$ cat src/rtl/qsincos_pkg.sv
// Shared CORDIC constants for the sin/cos generator and the arctan demodulator.
// Angles are held internally as Q14 radians.
package qsincos_pkg;

  typedef enum logic [1:0] {
    S_IDLE   = 2'd0,
    S_ROTATE = 2'd1,
    S_WRITE  = 2'd2
  } state_t;

  localparam int BITS      = 10;
  localparam int FRAC_BITS = 14;
  localparam int ATAN_LEN  = 14;

  localparam logic signed [31:0] PI_Q14      = 32'sd51471;
  localparam logic signed [31:0] HALF_PI_Q14 = 32'sd25735;
  localparam logic signed [31:0] TWO_PI_Q14  = 32'sd102942;
  localparam logic signed [31:0] K_Q14       = 32'sd9949;

  // truncate(atan(2^-i) * 2^14); entries past the table contribute nothing
  function automatic logic signed [31:0] atan_q14(input logic [4:0] i);
    case (i)
      5'd0:    atan_q14 = 32'sd12867;
      5'd1:    atan_q14 = 32'sd7596;
      5'd2:    atan_q14 = 32'sd4013;
      5'd3:    atan_q14 = 32'sd2037;
      5'd4:    atan_q14 = 32'sd1022;
      5'd5:    atan_q14 = 32'sd511;
      5'd6:    atan_q14 = 32'sd255;
      5'd7:    atan_q14 = 32'sd127;
      5'd8:    atan_q14 = 32'sd63;
      5'd9:    atan_q14 = 32'sd31;
      5'd10:   atan_q14 = 32'sd15;
      5'd11:   atan_q14 = 32'sd7;
      5'd12:   atan_q14 = 32'sd3;
      5'd13:   atan_q14 = 32'sd1;
      default: atan_q14 = 32'sd0;
    endcase
  endfunction

endpackage

$ cat src/rtl/qsincos_cordic_step.sv
// One rotation-mode CORDIC micro-rotation: drive z toward zero by +/-atan(2^-i).
module cordic_step (
  input  logic signed [31:0] x,
  input  logic signed [31:0] y,
  input  logic signed [31:0] z,
  input  logic        [4:0]  shift,
  input  logic signed [31:0] atan,
  output logic signed [31:0] x_nxt,
  output logic signed [31:0] y_nxt,
  output logic signed [31:0] z_nxt
);

  logic signed [31:0] xs, ys;

  assign xs = x >>> shift;
  assign ys = y >>> shift;

  always_comb begin
    x_nxt = x;
    y_nxt = y;
    z_nxt = z;
    if (z >= 0) begin
      x_nxt = x - ys;
      y_nxt = y + xs;
      z_nxt = z - atan;
    end else begin
      x_nxt = x + ys;
      y_nxt = y - xs;
      z_nxt = z + atan;
    end
  end

endmodule

$ cat src/rtl/qsincos.sv
// FIFO-to-FIFO cos/sin generator: one angle in, one I/Q pair out, one CORDIC
// iteration per cycle with a single shared step datapath.
module qsincos #(
  parameter int DATA_WIDTH = 32,
  parameter int BITS       = qsincos_pkg::BITS,
  parameter int ITERS      = 14
) (
  input  logic                         clock,
  input  logic                         reset,
  input  logic signed [DATA_WIDTH-1:0] angle_dout,
  input  logic                         angle_empty,
  output logic                         angle_rd_en,
  output logic signed [DATA_WIDTH-1:0] I_din,
  input  logic                         I_full,
  output logic                         I_wr_en,
  output logic signed [DATA_WIDTH-1:0] Q_din,
  input  logic                         Q_full,
  output logic                         Q_wr_en
);
  import qsincos_pkg::*;

  localparam int                 SH  = FRAC_BITS - BITS;
  localparam logic signed [31:0] RND = 32'sd1 <<< (SH - 1);
  localparam int                 IW  = $clog2(ITERS);

  state_t state, state_nxt;
  logic               wr;
  logic signed [31:0] x, y, z;
  logic [IW-1:0]      iter;
  logic               neg;
  logic signed [31:0] i_out, q_out;

  logic signed [31:0] ang_ext, ang_q14, ang_wrap, ang_fold;
  logic               neg_c;
  logic signed [31:0] x_nxt, y_nxt, z_nxt;
  logic signed [31:0] x_scl, y_scl;
  logic               last;

  // Widen to Q14, wrap once into [-pi, pi], then fold into [-pi/2, pi/2]
  // remembering that the result has to be negated.
  always_comb begin
    ang_ext  = 32'(angle_dout);
    ang_q14  = ang_ext <<< SH;
    ang_wrap = ang_q14;
    if (ang_q14 > PI_Q14)       ang_wrap = ang_q14 - TWO_PI_Q14;
    else if (ang_q14 < -PI_Q14) ang_wrap = ang_q14 + TWO_PI_Q14;
    ang_fold = ang_wrap;
    neg_c    = 1'b0;
    if (ang_wrap > HALF_PI_Q14) begin
      ang_fold = ang_wrap - PI_Q14;
      neg_c    = 1'b1;
    end else if (ang_wrap < -HALF_PI_Q14) begin
      ang_fold = ang_wrap + PI_Q14;
      neg_c    = 1'b1;
    end
  end

  cordic_step u_step (
    .x     (x),
    .y     (y),
    .z     (z),
    .shift (5'(iter)),
    .atan  (atan_q14(5'(iter))),
    .x_nxt (x_nxt),
    .y_nxt (y_nxt),
    .z_nxt (z_nxt)
  );

  assign last  = (iter == IW'(ITERS - 1));
  assign x_scl = (x_nxt + RND) >>> SH;
  assign y_scl = (y_nxt + RND) >>> SH;

  always_ff @(posedge clock) begin
    if (!reset) state <= S_IDLE;
    else        state <= state_nxt;
  end

  always_comb begin
    state_nxt   = state;
    angle_rd_en = 1'b0;
    wr          = 1'b0;
    case (state)
      S_IDLE: begin
        if (!angle_empty) begin
          angle_rd_en = 1'b1;
          state_nxt   = S_ROTATE;
        end
      end
      S_ROTATE: if (last) state_nxt = S_WRITE;
      S_WRITE: begin
        if (!I_full && !Q_full) begin
          wr        = 1'b1;
          state_nxt = S_IDLE;
        end
      end
      default: state_nxt = S_IDLE;
    endcase
    // handshakes stay quiet for the whole reset cycle, whatever state holds
    if (!reset) begin
      angle_rd_en = 1'b0;
      wr          = 1'b0;
    end
  end

  always_ff @(posedge clock) begin
    if (!reset) begin
      x     <= '0;
      y     <= '0;
      z     <= '0;
      iter  <= '0;
      neg   <= 1'b0;
      i_out <= '0;
      q_out <= '0;
    end else begin
      if (angle_rd_en) begin
        x    <= K_Q14;
        y    <= '0;
        z    <= ang_fold;
        iter <= '0;
        neg  <= neg_c;
      end else if (state == S_ROTATE) begin
        x    <= x_nxt;
        y    <= y_nxt;
        z    <= z_nxt;
        iter <= iter + IW'(1);
        if (last) begin
          i_out <= neg ? -x_scl : x_scl;
          q_out <= neg ? -y_scl : y_scl;
        end
      end
    end
  end

  assign I_wr_en = wr;
  assign Q_wr_en = wr;
  assign I_din   = wr ? DATA_WIDTH'(i_out) : '0;
  assign Q_din   = wr ? DATA_WIDTH'(q_out) : '0;

endmodule
$ cat config.mk
export PLATFORM = sky130hd
export DESIGN_NAME = qsincos
export DESIGN_NICKNAME = d
export VERILOG_FILES = /design/src/rtl/qsincos_pkg.sv /design/src/rtl/qsincos_cordic_step.sv /design/src/rtl/qsincos.sv
export SDC_FILE = /design/constraint.sdc
export NUM_CORES = 1
export LEC_CHECK = 0
export ABC_AREA = 1
export BUFFER_PORTS_ARGS = -buffer_cell sky130_fd_sc_hd__buf_4
export CAP_MARGIN = 0
export CORE_MARGIN = 3
export CORE_UTILIZATION = 35
export CTS_CLUSTER_SIZE = 40
export DETAILED_ROUTE_END_ITERATION = 10
export HOLD_SLACK_MARGIN = 0.12
export PLACE_DENSITY = 0.64
export SETUP_SLACK_MARGIN = 0.2
export SYNTH_ARGS = -nofsm -noshare
export SYNTH_HDL_FRONTEND = slang
export SYNTH_HIERARCHICAL = 1
export SYNTH_SLANG_ARGS = --single-unit
$ cat constraint.sdc
create_clock -name clock -period 5.41 [get_ports clock]
set_input_delay 0.8115 -clock clock [delete_from_list [all_inputs] [get_ports clock]]
set_output_delay 0.8115 -clock clock [all_outputs]
set_load 0.01 [all_outputs]
==> results <==
- The flow ran to the end, but the final reports show violations.
- The final reports fail on negative setup slack.
- Routability-driven placement finished with a final weighted congestion of about 0.95.
- The kind of critical path is reg -> reg.
- Synthesis instantiated between 50 and 60 different standard cells from the library.
- The top cell types in the final layout, fill and taps aside, are sky130_fd_sc_hd__nand2_1, sky130_fd_sc_hd__buf_4, sky130_fd_sc_hd__nand3_1.
- The HPWL after detailed placement is between 70 and 80 mm.
- The total vias in the final route is between 30000 and 40000.
- The switching part of the total is a little under 50%.
- The initial utilization of the core area, before any placement, comes to a little over a third.
- The total leakage power is 18.24 nW.
- The average size of a mapped cell is roughly 5.5 sq um.
- The critical path contains buffers and inverters numbering 9 combined.
- The design draws roughly 14 mW.
- The TritonCTS clock tree is done.
- The worst-case IR drop observed on VDD is between 0.3 and 0.4 mV.
- For the pin with the worst max-slew slack, the measured transition is between 1 and 1.5 ns.
- The flop-to-flop setup slack is -0.22 ns.
- Ranked by total cell area, the synthesized netlist is headed by sky130_fd_sc_hd__nand2_1, sky130_fd_sc_hd__dfxtp_1, sky130_fd_sc_hd__nand3_1.
- After routing the design area is between 0.03 and 0.04 sq mm.
- The clock passes through at most 2 buffers.
- The most frequent standard cell in the layout excluding fill and tap cells is sky130_fd_sc_hd__nand2_1.
- The worst pin sits at a relative slew slack of 31.37%.
- The power share of the clock group is a little under a tenth.
- The area growth from synthesis to layout is 42.60%.
- The global-route wire length before repair is roughly 150 mm.
- The clock-pin slew on the worst setup and hold paths is around 0.080 ns.
- In the finished design, the share of the clock period the worst path needs comes to 104.1%.
- Of the total power, registers draw between 10% and 20%.
- The delay of the slowest critical-path stage is about 0.4 ns.
- The final period demand of the worst path is 5.634 ns.
- Clock tree synthesis inserted a total of 17 buffers.
- The setup slack after layout is -0.2239 ns.
- The cell sitting at the root of the clock tree is a sky130_fd_sc_hd__clkbuf_16.
- The biggest fanout along the worst timing path is 5.
- Setup violations remaining at the end of the flow were counted as 21.
- The cell at the slowest stage of the critical path is sky130_fd_sc_hd__dfxtp_4.
- The cell area that synthesis handed to floorplanning was ~0.025 sq mm.
- The number of global-route vias before repair was around 30000.
- The non-filler instance count after layout is ~6400.
- The core region is between 0.07 and 0.08 sq mm.
- The ratio of routed vias to standard cells is about 5.1.
- The min-delay analysis places its worst path in the category reg -> reg.
- The most critical setup path has its startpoint at iter[1]$_SDFFE_PP0P_.
- The worst setup path is launched from a flop.
- The net switching power of the design is 6.798 mW.
- The number of DRC violations after detailed routing is 0.
- The final worst clock skew is around 0.021 ns.
- STA classifies the critical path endpoint as a flop.
- The pre-antenna-repair detailed-routing pass consisted of 8 iterations.
- During I/O placement, the number of pins put on the boundary was 104.
- The placed instances occupy a cell area of about 0.032 sq mm.
- After detailed routing, the average wire length per cell comes to 15.49 um.
- The remaining global-route overflow is 0.
- For this design the ratio of total power to cell area is between 300 and 400 mW/mm^2.
- Data on the critical path is required at its endpoint by just under 6 ns.
- The cell that appears most often on the critical path is sky130_fd_sc_hd__nand2_4.
- The final hold violation count was 0.
- The highest clock frequency the design can meet is approximately 0.18 GHz.
- The cell depth of the worst min-delay path is 2.
- The number of max-slew violations in the final report is 0.
- The core occupancy in the finished layout is roughly 51%.
- The clock sink count is between 150 and 200.
- The fraction of final layout cells with drive strength greater than 1 is approximately 28%.
- In this run the vertical extent of the chip is about 280 um.
- At the end of the flow, the number of nets in the layout was 5592.
- The count of routing violations after the opening detailed-route iteration is between 2000 and 3000.
- After technology mapping, the gate count stands at ~4600.
- The share of Yosys cell area claimed by the top area cell type is 21.28%.
- In this run the critical register-to-register path is launched from iter[1]$_SDFFE_PP0P_.
- Entering global routing, the biggest net connects about 80 pins.
- The internal power is 7.322 mW.
- The die footprint is between 0.07 and 0.08 sq mm.
- Setup repair after global routing could not meet its margin everywhere.
- In this run, the combinational gates consume between 70% and 80% of the power.
- The worst hold path terminates at i_out[31]$_SDFFE_PN0P_.
- The launch instance of the worst min-delay path is i_out[31]$_SDFFE_PN0P_.
- Sequential cells were found to cover around 14% of the synthesized design area.
- The gate family responsible for the most delay along the worst path is simple AND/OR/NAND/NOR gates.
- Synthesis inferred roughly 180 register bits.
- The H-tree depth is 4.
- For this block, the routed nets add up to about 99 mm of wire.
- Once detail routing completed, the nets flagged for antenna violations numbered 0.
- The most area-hungry cell type in the Yosys netlist is sky130_fd_sc_hd__nand2_1.
- The number of antenna violations at the first check in global routing is 0.
- Row generation in the floorplan step produced 98 rows.
- In this run the critical register-to-register path is captured at i_out[30]$_SDFFE_PN0P_.
- Buffers placed on the I/O ports in this run total between 90 and 100.
- The total routing usage reported by global routing is 25.10%.
- The number of diodes added for antenna fixing is 0.
- The worst register-to-register path has a depth of 40.
- The number of maximum-capacitance constraint violations is 0.
- Buffers inserted to repair hold after CTS numbered 0.
- The data arrival time of the critical path is roughly 6.0 ns.
- At the later pin of the worst-skew pair, clock insertion delay measures 0.51 ns.
- The placed instance count is approximately 6300.
- The pre-CTS worst setup slack is -0.5811 ns.
- The synthesis warning total is 6.
- From left edge to right edge, the die measures about 280 um.
-- worst max-delay path by stage --
stage | cells after the start | end | slack [ns]
after floorplan | 41 | i_out[25]$_SDFFE_PN0P_ | 0.20
after global placement | 36 | i_out[30]$_SDFFE_PN0P_ | -0.57
after detailed placement | 38 | i_out[28]$_SDFFE_PN0P_ | -0.58
after CTS | 35 | i_out[30]$_SDFFE_PN0P_ | -0.08
after global routing | 43 | q_out[26]$_SDFFE_PN0P_ | -0.61
final | 40 | i_out[30]$_SDFFE_PN0P_ | -0.22
-- per-layer routing --
| layer | wire [um] | up-vias | track usage, % |
|---|---|---|---|
| met5 | 0 | - | 0 |
| met4 | 3519 | 0 | 9.380 |
| met3 | 4714 | 201 | 2.382 |
| met2 | 47310 | 940 | 43.55 |
| met1 | 43530 | 15083 | 32.13 |
| li1 | - | 16486 | - |
-- what timing repair did --
action / 4_1_cts / 5_1_grt
pin swaps: 120 / 107
setup endpoints to repair: 43 / 47
gates resized for setup: 344 / 208
setup buffers: 52 / 23
cloned: 5 / 0
-- cells by family (layout without fill, tap and decap cells) --
logic type	after synthesis	count (layout)	synth area share, %
xor+xnor	263	263	9.049
flops	181	181	14.24
compound gates	580	580	12.64
simple gates	2783	2783	46.97
other cells	1	57	0.01473
buf+inv	689	1462	11.06
fa+ha+maj	121	121	6.036
-- Yosys cell counts (all sizes together) --
cell type and number:
nand2 1488, nand3 632, inv 508, nor2 501, a21oi 261, o21ai 214
xor2 187, dfxtp 181, ha 118, buf 91, clkbuf 83, xnor2 76
nand4 55, nor3 55, a31oi 20, nand3b 19, nor4 18, a22o 15
o211ai 14, a21o 12, a211oi 9, o21bai 9, o21a 8, clkinv 7
o221ai 7, or2 7, a221oi 4, and2 4, a21boi 3, fa 3
nor3b 2, a41oi 1, and3 1, conb 1, nor4b 1, o2111ai 1
o221a 1, o31ai 1
-- power groups by stage --
stage,registers (mW),clock network [mW],logic [mW]
CTS,1.57,1.37,10.4
finish,1.58,1.34,11.2
global placement,1.60,0,9.06
floorplan,1.55,0,4.71
global route,1.58,1.41,12.1
detailed placement,1.60,0,9.12
-- registers in the layout, indices dropped and copies added (netlist names), named ones only --
signal,count
iter,4
i_out,32
neg,1
q_out,32
y,32
z,32
x,32
state,2
-- cell type report --
type	instances	area [sq um]
clock buffer	17	425.4
fill	7276	35430
inverter	515	1964
multi-input combinational	3804	21720
timing repair inverter	1	8.758
tap	950	1189
clock inverter	15	197.7
timing repair buffer	914	7158
sequential	181	3635
-- tightest hold or removal path, delay by kind of cell (launching register included) --
| kind | cells | cell delay [ns] |
|---|---|---|
| flops | 1 | 0.32 |
| simple gates | 1 | 0.06 |
| compound gates | 1 | 0.05 |
-- through the flow --
step                hold slack, ns  setup TNS (ns)
floorplan                   0.4397               0
global placement            0.4551          -11.55
detailed placement          0.4610          -13.07
CTS                         0.4741         -0.9125
global route                0.4982          -13.25
finish                      0.4712          -2.629
(Power assumes the default switching activity.)
